$ cat src/rtl/nibble_write_loader.sv
// -----------------------------------------------------------------------------
// nibble_write_loader
//
// Front end for the 8x16 register file write port. Builds one 16-bit word
// from four 4-bit switch entries, most significant nibble first. Each entry is
// committed by a single-cycle button pulse. When the fourth nibble arrives,
// the module issues one write strobe with a stable address and data.
// A partially entered word is thrown away if abort is raised, if reset is
// asserted, or if no entry arrives for TIMEOUT_CYCLES cycles.
//
// Ports
//   clk        in   1   system clock, all state changes on the rising edge
//   reset      in   1   synchronous active-high reset
//   btn_pulse  in   1   one-cycle enter strobe (from one_shot)
//   abort      in   1   level, discards the word being assembled
//   nib_in     in   4   switch nibble, sampled on btn_pulse
//   adr_in     in   3   target register, sampled with the first nibble only
//   W_Adr      out  3   registered write address
//   W_Data     out  16  registered assembled write word
//   we         out  1   registered single-cycle write strobe
//   busy       out  1   high while collecting or writing
//   nib_cnt    out  2   nibbles accepted so far for the current word
//   timeout    out  1   one-cycle pulse when a partial word times out
// -----------------------------------------------------------------------------
module nibble_write_loader #(
   parameter int TIMEOUT_CYCLES = 100_000_000,
   parameter int TO_W           = 27
) (
   input  logic        clk,
   input  logic        reset,
   input  logic        btn_pulse,
   input  logic        abort,
   input  logic [3:0]  nib_in,
   input  logic [2:0]  adr_in,
   output logic [2:0]  W_Adr,
   output logic [15:0] W_Data,
   output logic        we,
   output logic        busy,
   output logic [1:0]  nib_cnt,
   output logic        timeout
);

   typedef enum logic [1:0] {
      IDLE    = 2'd0,
      COLLECT = 2'd1,
      WRITE   = 2'd2
   } state_t;

   state_t            state_reg;
   logic [2:0]        adr_reg;
   logic [15:0]       data_reg;
   logic              we_reg;
   logic              timeout_reg;
   logic [1:0]        nib_cnt_reg;
   logic [TO_W-1:0]   to_cnt_reg;
   logic [15:0]       acc;

   // A nibble is taken in IDLE or COLLECT when abort is low. In WRITE the
   // pulse is ignored so the write always completes.
   logic accept;
   assign accept = btn_pulse && !abort && (state_reg != WRITE);

   logic to_expire;
   assign to_expire = (to_cnt_reg == TO_W'(TIMEOUT_CYCLES - 1));

   // Accumulator slots. nib_cnt_reg is 0 in IDLE, so the first nibble lands
   // in slot 3 (acc[15:12]) and later nibbles fill slots 2, 1 and 0.
   // Slot 0 is loaded for completeness; the final nibble goes straight into
   // data_reg so the word is valid in the same cycle as the strobe.
   generate
      for (genvar gi = 0; gi < 4; gi++) begin : gen_slot
         logic [3:0] slot_reg;

         always_ff @(posedge clk) begin
            if (reset) begin
               slot_reg <= 4'h0;
            end else if (accept && (nib_cnt_reg == 2'(3 - gi))) begin
               slot_reg <= nib_in;
            end
         end

         assign acc[4*gi +: 4] = slot_reg;
      end
   endgenerate

   always_ff @(posedge clk) begin
      if (reset) begin
         state_reg   <= IDLE;
         adr_reg     <= 3'd0;
         data_reg    <= 16'h0000;
         we_reg      <= 1'b0;
         timeout_reg <= 1'b0;
         nib_cnt_reg <= 2'd0;
         to_cnt_reg  <= '0;
      end else begin
         we_reg      <= 1'b0;
         timeout_reg <= 1'b0;

         case (state_reg)
            IDLE: begin
               if (accept) begin
                  adr_reg     <= adr_in;
                  nib_cnt_reg <= 2'd1;
                  to_cnt_reg  <= '0;
                  state_reg   <= COLLECT;
               end
            end

            COLLECT: begin
               if (abort) begin
                  // Abort wins over a simultaneous pulse; W_Data is untouched.
                  nib_cnt_reg <= 2'd0;
                  to_cnt_reg  <= '0;
                  state_reg   <= IDLE;
               end else if (btn_pulse) begin
                  // A pulse also wins over a timeout in the same cycle.
                  to_cnt_reg <= '0;
                  if (nib_cnt_reg == 2'd3) begin
                     data_reg    <= {acc[15:4], nib_in};
                     nib_cnt_reg <= 2'd0;
                     we_reg      <= 1'b1;
                     state_reg   <= WRITE;
                  end else begin
                     nib_cnt_reg <= nib_cnt_reg + 2'd1;
                  end
               end else if (to_expire) begin
                  nib_cnt_reg <= 2'd0;
                  to_cnt_reg  <= '0;
                  timeout_reg <= 1'b1;
                  state_reg   <= IDLE;
               end else begin
                  to_cnt_reg <= to_cnt_reg + 1'b1;
               end
            end

            WRITE: begin
               state_reg <= IDLE;
            end

            default: begin
               state_reg <= IDLE;
            end
         endcase
      end
   end

   assign W_Adr   = adr_reg;
   assign W_Data  = data_reg;
   assign we      = we_reg;
   assign timeout = timeout_reg;
   assign nib_cnt = nib_cnt_reg;
   assign busy    = (state_reg != IDLE);

endmodule
$ cat config.mk
export PLATFORM = sky130hd
export DESIGN_NAME = nibble_write_loader
export DESIGN_NICKNAME = d
export VERILOG_FILES = /design/src/rtl/nibble_write_loader.sv
export SDC_FILE = /design/constraint.sdc
export NUM_CORES = 1
export LEC_CHECK = 0
export BUFFER_PORTS_ARGS = -buffer_cell sky130_fd_sc_hd__clkbuf_2
export CORE_ASPECT_RATIO = 0.6
export CORE_UTILIZATION = 57
export DETAILED_ROUTE_END_ITERATION = 6
export PLACE_DENSITY = 0.87
export SLEW_MARGIN = 15
export SYNTH_ARGS = -nofsm -noshare
export SYNTH_HDL_FRONTEND = slang
export SYNTH_SLANG_ARGS = --single-unit
$ cat constraint.sdc
create_clock -name clk -period 2.7 [get_ports clk]
set_input_delay 0.81 -clock clk [delete_from_list [all_inputs] [get_ports clk]]
set_output_delay 0.81 -clock clk [all_outputs]
set_load 0.05 [all_outputs]
==> results of run 1 <==
-- cells by family (layout without fill, tap and decap cells) --
| kind of cell | after synthesis | count (layout) | share of synthesized area [%] |
|---|---|---|---|
| buf+inv | 19 | 63 | 2.97 |
| xor+xnor | 26 | 26 | 8.44 |
| mux | 3 | 3 | 1.11 |
| simple gates | 152 | 152 | 26.9 |
| compound gates | 45 | 45 | 10.8 |
| flops | 64 | 64 | 47.5 |
| fa+ha+maj | 5 | 5 | 2.32 |
-- power by group --
group	switching (µW)	total (µW)	internal [µW]	leakage, µW
Clock	384	1030	643	0.000123
Combinational	78.0	110	32.3	0.000511
Sequential	9.26	964	955	0.000517
Total	471	2100	1630	0.00115
-- per-layer routing --
layer  part of all wire, %  wire length, µm  global-route usage (%)
met1                    48             2950                    38.1
met2                    42             2540                    35.9
met3                   9.2              560                    8.13
met4                  0.90               55                    9.07
met5                     0                0                       0
-- placed cells by master (no fill, tap or decap), types with 2 or more instances in the layout --
cell type / netlist / layout
dfxtp_1: 64 / 64
nand2_1: 59 / 59
a21oi_1: 34 / 34
nor2_1: 34 / 34
clkbuf_2: 0 / 34
nand3_1: 22 / 22
xor2_1: 14 / 14
xnor2_1: 12 / 12
clkbuf_8: 0 / 10
nand4_1: 7 / 7
inv_1: 6 / 6
buf_4: 2 / 6
ha_1: 5 / 5
nor4_1: 4 / 4
nor3_1: 4 / 4
mux2i_1: 3 / 3
and4_1: 3 / 3
bufinv_16: 0 / 3
a211oi_1: 2 / 2
and3_1: 2 / 2
o21ai_0: 2 / 2
and2_1: 2 / 2
or3_1: 2 / 2
nor4b_1: 2 / 2
-- Yosys cell counts, drive strengths merged (2+ instances only) --
library cell	n
a2111oi	3
a211oi	2
a21oi	34
and2	2
and3	2
and4	3
buf	3
clkbuf	9
dfxtp	64
ha	5
inv	7
mux2i	3
nand2	59
nand3	22
nand4	8
nor2	35
nor3	4
nor4	5
nor4b	2
o21ai	2
or3	2
xnor2	12
xor2	14
-- cell type report --
cell class | instances | share of cell area (%)
Inverter | 7 | 0.824
Clock buffer | 10 | 4.32
Clock inverter | 6 | 3.61
Timing Repair Buffer | 40 | 6.75
Sequential cell | 64 | 40.2
Tap cell | 60 | 2.36
Multi-Input combinational cell | 231 | 41.9
-- worst min-delay path: stages, from the launching register on --
cell and delay, ns:
dfxtp_1 0.31, nand2_1 0.05, a21oi_1 0.05
-- worst paths after layout --
| check | to | slack, ns |
|---|---|---|
| max | to_cnt_reg[3]$_SDFFE_PP0P_ | 0.40 |
| min | W_Data[7]$_SDFFE_PP0P_ | 0.45 |
| max reg2reg | to_cnt_reg[3]$_SDFFE_PP0P_ | 0.40 |
| min reg2reg | W_Data[7]$_SDFFE_PP0P_ | 0.45 |
-- per-stage QoR --
stage	hold slack (ns)	total power, µW	util [%]	area (µm²)	cells
after floorplan	0.432	1060	-	2700	314
after global placement	0.442	1090	67.9	2930	402
after detailed placement	0.445	1090	67.9	2930	402
after CTS	0.453	2100	73.7	3190	418
after global routing	0.467	2160	73.7	3190	418
final	0.449	2100	73.7	3190	418
==> impl_metrics.json, run 1 <==
{
  "coreArea_mm2": 0.00432,
  "setup_slack_ns": 0.397,
  "syn_avg_cell_area_um2": 8.59,
  "ys_seq_area_share_pct": 47.5,
  "overflow": 0,
  "path_class": "reg2reg",
  "crit_family": "simple AND/OR/NAND/NOR gates",
  "worstHoldPathCells": 2,
  "worstPathCellList": "ha_1, nand2_1, nor4_1, a211oi_1, o21bai_4, buf_4, nor2_1",
  "synth_seq_cells": 64,
  "post-cts-setup-buffers": 0,
  "cts_tree": "built",
  "grt_pass1_wl_um": 10100,
  "dp_hpwl_um": 4110,
  "clk_pin_slew_ns": 0.07,
  "power_density_mw_per_mm2": 659,
  "fillers": 329,
  "antenna_found_initial": 0,
  "area_growth_pct": 18.1,
  "worstHoldStart": "gen_slot[1].slot_reg[3]$_SDFFE_PP0P_",
  "root_buffer": "clkbuf_8",
  "synthesis.nets": 330,
  "synthesis.area_mm2": 0.00270,
  "multi_input_area_mm2": 0.00134,
  "status": "finished clean",
  "fin_skew_ns": 0.0110,
  "routedWlPerCell_um": 14.6,
  "min_period_over_period_pct": 85.3,
  "htreeDepth": 3,
  "drcViolationCount": 0,
  "chipWidth_um": 90.8,
  "ios": 35,
  "r2r-start": "to_cnt_reg[0]$_SDFFE_PP0P_",
  "die_area_mm2": 0.00502,
  "yosys.area.top_type": "dfxtp_1",
  "viasPerCell": 5.68,
  "grt_setup_unrepaired": "no",
  "diodes": 0,
  "grt_pass1_vias": 2078,
  "synth_edf_count": 0,
  "drive_above_1_share_pct": 18.2,
  "worst-r2r-cell-count": 7,
  "synth_area_leaders": "dfxtp_1 47%, nand2_1 8.2%, a21oi_1 6.3%",
  "yosysUniqueCellTypes": 42,
  "cap_violations": 0,
  "track_usage_pct": 26.1,
  "tightest_slew_ns": 0.641,
  "cp_slowest_cell": "nor4_1",
  "synth_flop_cell": "dfxtp_1",
  "arrival_ns": 2.52,
  "routed_wl_um": 6110,
  "max_stage_delay_ns": 0.54,
  "io_buffers": 34,
  "max_freq_ghz": 0.434,
  "cts.path.max_buffers": 2,
  "place.gp.congestion": 0.964,
  "final-hold-violation-count": 0,
  "startpoint_type": "flop",
  "row_count": 18,
  "insertion_delay_ns": 0.34,
  "initial_core_util_pct": 62.4,
  "cp-startpoint": "to_cnt_reg[0]$_SDFFE_PP0P_",
  "synth_cells": 314,
  "regArea_mm2": 0.00128,
  "relSlewSlack_pct": 57.0,
  "path_max_fanout": 27,
  "end_kind": "flop",
  "ant_nets": 0,
  "setup_tns_ns": 0,
  "setup_violations": 0,
  "firstDrtPassIters": 5,
  "drtIter0Drc": 370,
  "cts.repair.resized": 0,
  "synth_top_area_share_pct": 47.5,
  "hold_buffers": 0,
  "vdd_drop_max_uv": 403,
  "layout.nets": 369,
  "drv_slew": 0,
  "p_leak_uw": 0.00115,
  "cts_sinks": 64,
  "hold_class": "reg2reg",
  "cts_buffers": 9,
  "crit_buf_inv": 1,
  "chipHeight_um": 55.3,
  "grt_max_degree": 32,
  "period_minus_slack_ns": 2.30,
  "cp.required_ns": 2.92,
  "place_ws_ns": 0.185,
  "largest_reg_flops": 27,
  "routed-via-count": 2376,
  "synthArstFlopShare_pct": 0,
  "cp_num_cells": 7,
  "yosys_warnings": 0
}
Power figures use the tool's default switching activity.
==> inputs of run 2 (changes only) <==
RECOVER_POWER = 100   (was unset)
==> impl_metrics.json, run 2 (same netlist as run 1, synthesis figures left out) <==
{
  "die_area_mm2": 0.00502,
  "tightest_slew_ns": 0.847,
  "overflow": 0,
  "cap_violations": 0,
  "initial_core_util_pct": 62.4,
  "hold_class": "reg2reg",
  "dp_hpwl_um": 4110,
  "arrival_ns": 1.58,
  "cts_sinks": 64,
  "final_common_cell": "dfxtp_1",
  "grt_max_degree": 32,
  "chipHeight_um": 55.3,
  "vdd_drop_max_uv": 394,
  "diodes": 0,
  "power_uw": 2100,
  "cts_tree": "built",
  "coreArea_mm2": 0.00432,
  "min_period_over_period_pct": 88.4,
  "path_class": "reg2out",
  "power_density_mw_per_mm2": 666,
  "routed_wl_um": 6100,
  "relSlewSlack_pct": 43.6,
  "grt_setup_unrepaired": "no",
  "drive_above_1_share_pct": 10.3,
  "regToRegSetupSlack_ns": 0.40,
  "grt_pass1_vias": 2078,
  "cts.path.max_buffers": 2,
  "setup_violations": 0,
  "p_leak_uw": 0.00106,
  "drtIter0Drc": 285,
  "routed-via-count": 2360,
  "hold_buffers": 0,
  "setup_tns_ns": 0,
  "track_usage_pct": 26.1,
  "worstHoldPathCells": 2,
  "period_minus_slack_ns": 2.39,
  "grt_pass1_wl_um": 10100,
  "status": "finished clean",
  "io_buffers": 34,
  "post-cts-setup-buffers": 0,
  "insertion_delay_ns": 0.34,
  "htreeDepth": 3,
  "routedWlPerCell_um": 14.6,
  "ant_nets": 0,
  "startpoint_type": "flop",
  "root_buffer": "clkbuf_8",
  "cts_buffers": 9,
  "cp.required_ns": 1.89,
  "max_freq_ghz": 0.419,
  "area_growth_pct": 16.7,
  "fin_skew_ns": 0.00934,
  "largest_reg_flops": 27,
  "clk_pin_slew_ns": 0.07,
  "worst-r2r-cell-count": 6,
  "chipWidth_um": 90.8,
  "end_kind": "output port",
  "drv_slew": 0,
  "ios": 35,
  "firstDrtPassIters": 5,
  "drcViolationCount": 0,
  "antenna_found_initial": 0,
  "path_max_fanout": 9,
  "mostFrequentLayoutCells": "64 x dfxtp_1, 59 x nand2_1, 34 x a21oi_1, 34 x nor2_1, 28 x clkbuf_1",
  "row_count": 18,
  "layout.nets": 369,
  "viasPerCell": 5.65,
  "cts.repair.resized": 0,
  "place.gp.congestion": 0.964,
  "final-hold-violation-count": 0
}
## run 2: changes by cell type in the layout (fill, tap and decap cells not counted), sizes merged
cell / before / now
buf: 6 / 4
clkbuf: 44 / 46
## run 2: area by class of cell
type / instances / area [µm²]
clock buffers: 10 / 138
multi-input cells: 231 / 1340
flip-flops and latches: 64 / 1280
fillers: 340 / 1180
well taps: 60 / 75.1
repair buffers: 40 / 175
clock inverters: 6 / 115
inverters: 7 / 26.3
## run 2: metal layers
metal	vias up	track usage, %	wire [µm]
met5	-	0	0
met4	0	9.07	66
met3	8	8.13	520
met2	106	35.9	2520
met1	1097	38.1	3000
li1	1149	-	-
## run 2: final timing paths
path / to / from
worst max-delay path: busy / state_reg[1]$_SDFFE_PP0P_
worst min register to register: W_Data[7]$_SDFFE_PP0P_ / gen_slot[1].slot_reg[3]$_SDFFE_PP0P_
worst max register to register: to_cnt_reg[3]$_SDFFE_PP0P_ / to_cnt_reg[11]$_SDFFE_PP0P_
worst min-delay path: W_Data[7]$_SDFFE_PP0P_ / gen_slot[1].slot_reg[3]$_SDFFE_PP0P_
## run 2: power by group
group	total [µW]	internal, µW	leakage (µW)	switching [µW]
combinational	108	30.0	0.000416	77.7
clock	1030	643	0.000123	383
sequential	964	955	0.000517	9.13
total	2100	1630	0.00106	470
## run 2: per-stage QoR
step	worst slack, ns	hold slack (ns)	utilization (%)	std cells	instance area (µm²)
2_1_floorplan	0.294	0.432	-	314	2700
3_3_place_gp	0.251	0.442	67.9	402	2930
3_5_place_dp	0.185	0.445	67.9	402	2930
4_1_cts	0.457	0.453	73.7	418	3190
5_1_grt	0.218	0.467	72.8	418	3150
6_report	0.314	0.447	72.8	418	3150
## run 2: critical path, stage by stage (launching register included)
cell,delay (ns)
dfxtp_1,0.53
or2_2,0.22
clkbuf_1,0.48
==> inputs of run 3 (changes only) <==
CORE_UTILIZATION = 40   (was 57)
PLACE_DENSITY = 0.67   (was 0.87)
==> impl_metrics.json, run 3 (same netlist as run 1, synthesis figures left out) <==
{
  "post-cts-setup-buffers": 0,
  "final_common_cell": "dfxtp_1",
  "r2r_end": "to_cnt_reg[10]$_SDFFE_PP0P_",
  "overflow": 0,
  "routed-via-count": 2212,
  "routed_wl_um": 5800,
  "startpoint_type": "flop",
  "io_buffers": 34,
  "coreArea_mm2": 0.00630,
  "worst-r2r-cell-count": 7,
  "antenna_found_initial": 0,
  "chipWidth_um": 108,
  "fin_skew_ns": 0.00321,
  "cts_tree": "built",
  "met2_length_um": 2160,
  "initial_core_util_pct": 42.8,
  "place_ws_ns": 0.307,
  "diodes": 0,
  "clk_pin_slew_ns": 0.06,
  "wl_met1_um": 3210,
  "root_buffer": "clkbuf_8",
  "insertion_delay_ns": 0.34,
  "setup_violations": 0,
  "highest_layer": "met4",
  "drtIter0Drc": 150,
  "viasPerCell": 5.03,
  "fillers": 631,
  "regToRegSetupSlack_ns": 0.37,
  "end_kind": "output port",
  "power_density_mw_per_mm2": 592,
  "cap_violations": 0,
  "htreeDepth": 3,
  "row_count": 22,
  "tightest_slew_ns": 0.859,
  "hold_class": "reg2reg",
  "cts.path.max_buffers": 2,
  "drcViolationCount": 0,
  "dp_hpwl_um": 4040,
  "drv_slew": 0,
  "area_growth_pct": 15.5,
  "mostFrequentLayoutCells": "64 x dfxtp_1, 59 x nand2_1, 34 x a21oi_1, 34 x nor2_1, 30 x clkbuf_1",
  "worstHoldStart": "W_Data[11]$_SDFFE_PP0P_",
  "status": "finished clean",
  "arrival_ns": 1.58,
  "min_period_over_period_pct": 88.4,
  "grt_pass1_vias": 1964,
  "die_area_mm2": 0.00709,
  "setup_slack_ns": 0.313,
  "hold_end": "W_Data[11]$_SDFFE_PP0P_",
  "cp.required_ns": 1.89,
  "path_max_fanout": 9,
  "relSlewSlack_pct": 42.7,
  "ant_nets": 0,
  "final-hold-violation-count": 0,
  "grt_pass1_wl_um": 9520,
  "vdd_drop_max_uv": 245,
  "setup_tns_ns": 0,
  "place.gp.congestion": 0.822,
  "firstDrtPassIters": 4,
  "grt_max_degree": 35,
  "cts_buffers": 9,
  "largest_reg_flops": 27,
  "period_minus_slack_ns": 2.39,
  "routedWlPerCell_um": 13.2,
  "track_usage_pct": 18.1,
  "chipHeight_um": 65.6,
  "drive_above_1_share_pct": 9.27,
  "path_class": "reg2out",
  "worstHoldPathCells": 2,
  "hold_buffers": 0,
  "grt_setup_unrepaired": "no",
  "layout.nets": 370,
  "cts_sinks": 64,
  "p_leak_uw": 0.00103,
  "ios": 35,
  "r2r-start": "to_cnt_reg[0]$_SDFFE_PP0P_",
  "met3WireLength_um": 342,
  "max_freq_ghz": 0.419,
  "cts.repair.resized": 0
}
## run 3: changes by cell type in the layout (fill, tap and decap cells not counted), sizes merged
cell | before | now
bufinv | 3 | 1
clkbuf | 46 | 49
clkinv | 1 | 0
clkinvlp | 1 | 0
inv | 8 | 7
## run 3: worst max-delay path by stage
stage	from	end	depth (start not counted)
after global routing	to_cnt_reg[0]$_SDFFE_PP0P_	to_cnt_reg[13]$_SDFFE_PP0P_	7
after global placement	abort	to_cnt_reg[21]$_SDFFE_PP0P_	6
after floorplan	abort	to_cnt_reg[21]$_SDFFE_PP0P_	6
final	state_reg[1]$_SDFFE_PP0P_	busy	2
after CTS	to_cnt_reg[0]$_SDFFE_PP0P_	to_cnt_reg[19]$_SDFFE_PP0P_	7
after detailed placement	abort	to_cnt_reg[21]$_SDFFE_PP0P_	6
## run 3: cell type report
cell class,instances,area [µm²],share of cell area [%]
clock buffers,12,145,4.66
clock inverters,1,30.0,0.963
inverters,7,26.3,0.843
multi-input cells,231,1340,42.9
flip-flops and latches,64,1280,41.1
well taps,84,105,3.37
repair buffers,41,193,6.18
## run 3: layer usage
metal | global-route usage [%] | vias up
met5 | 0 | -
met1 | 26.9 | 1014
met2 | 22.6 | 48
met4 | 7.19 | 0
li1 | - | 1143
met3 | 6.65 | 7
## run 3: metrics by stage
stage	util [%]	instance area [µm²]	cells	total power, µW	hold slack (ns)
6_report	49.4	3120	440	1850	0.452
5_1_grt	49.4	3120	440	1920	0.473
4_1_cts	50.1	3160	440	1860	0.457
3_5_place_dp	47.3	2980	427	1100	0.448
3_3_place_gp	47.3	2980	427	1100	0.442
2_1_floorplan	-	2700	314	1060	0.432
## run 3: critical path, cell delays in order (launching register included)
cell and delay, ns:
dfxtp_1 0.54, or2_2 0.19, clkbuf_1 0.50
## run 3: power by group
part / internal (µW) / leakage, µW / total (µW) / switching (µW)
logic: 33.2 / 0.000425 / 110 / 76.5
registers: 955 / 0.000517 / 964 / 8.17
clock network: 437 / 0.0000884 / 773 / 336
total: 1430 / 0.00103 / 1850 / 420
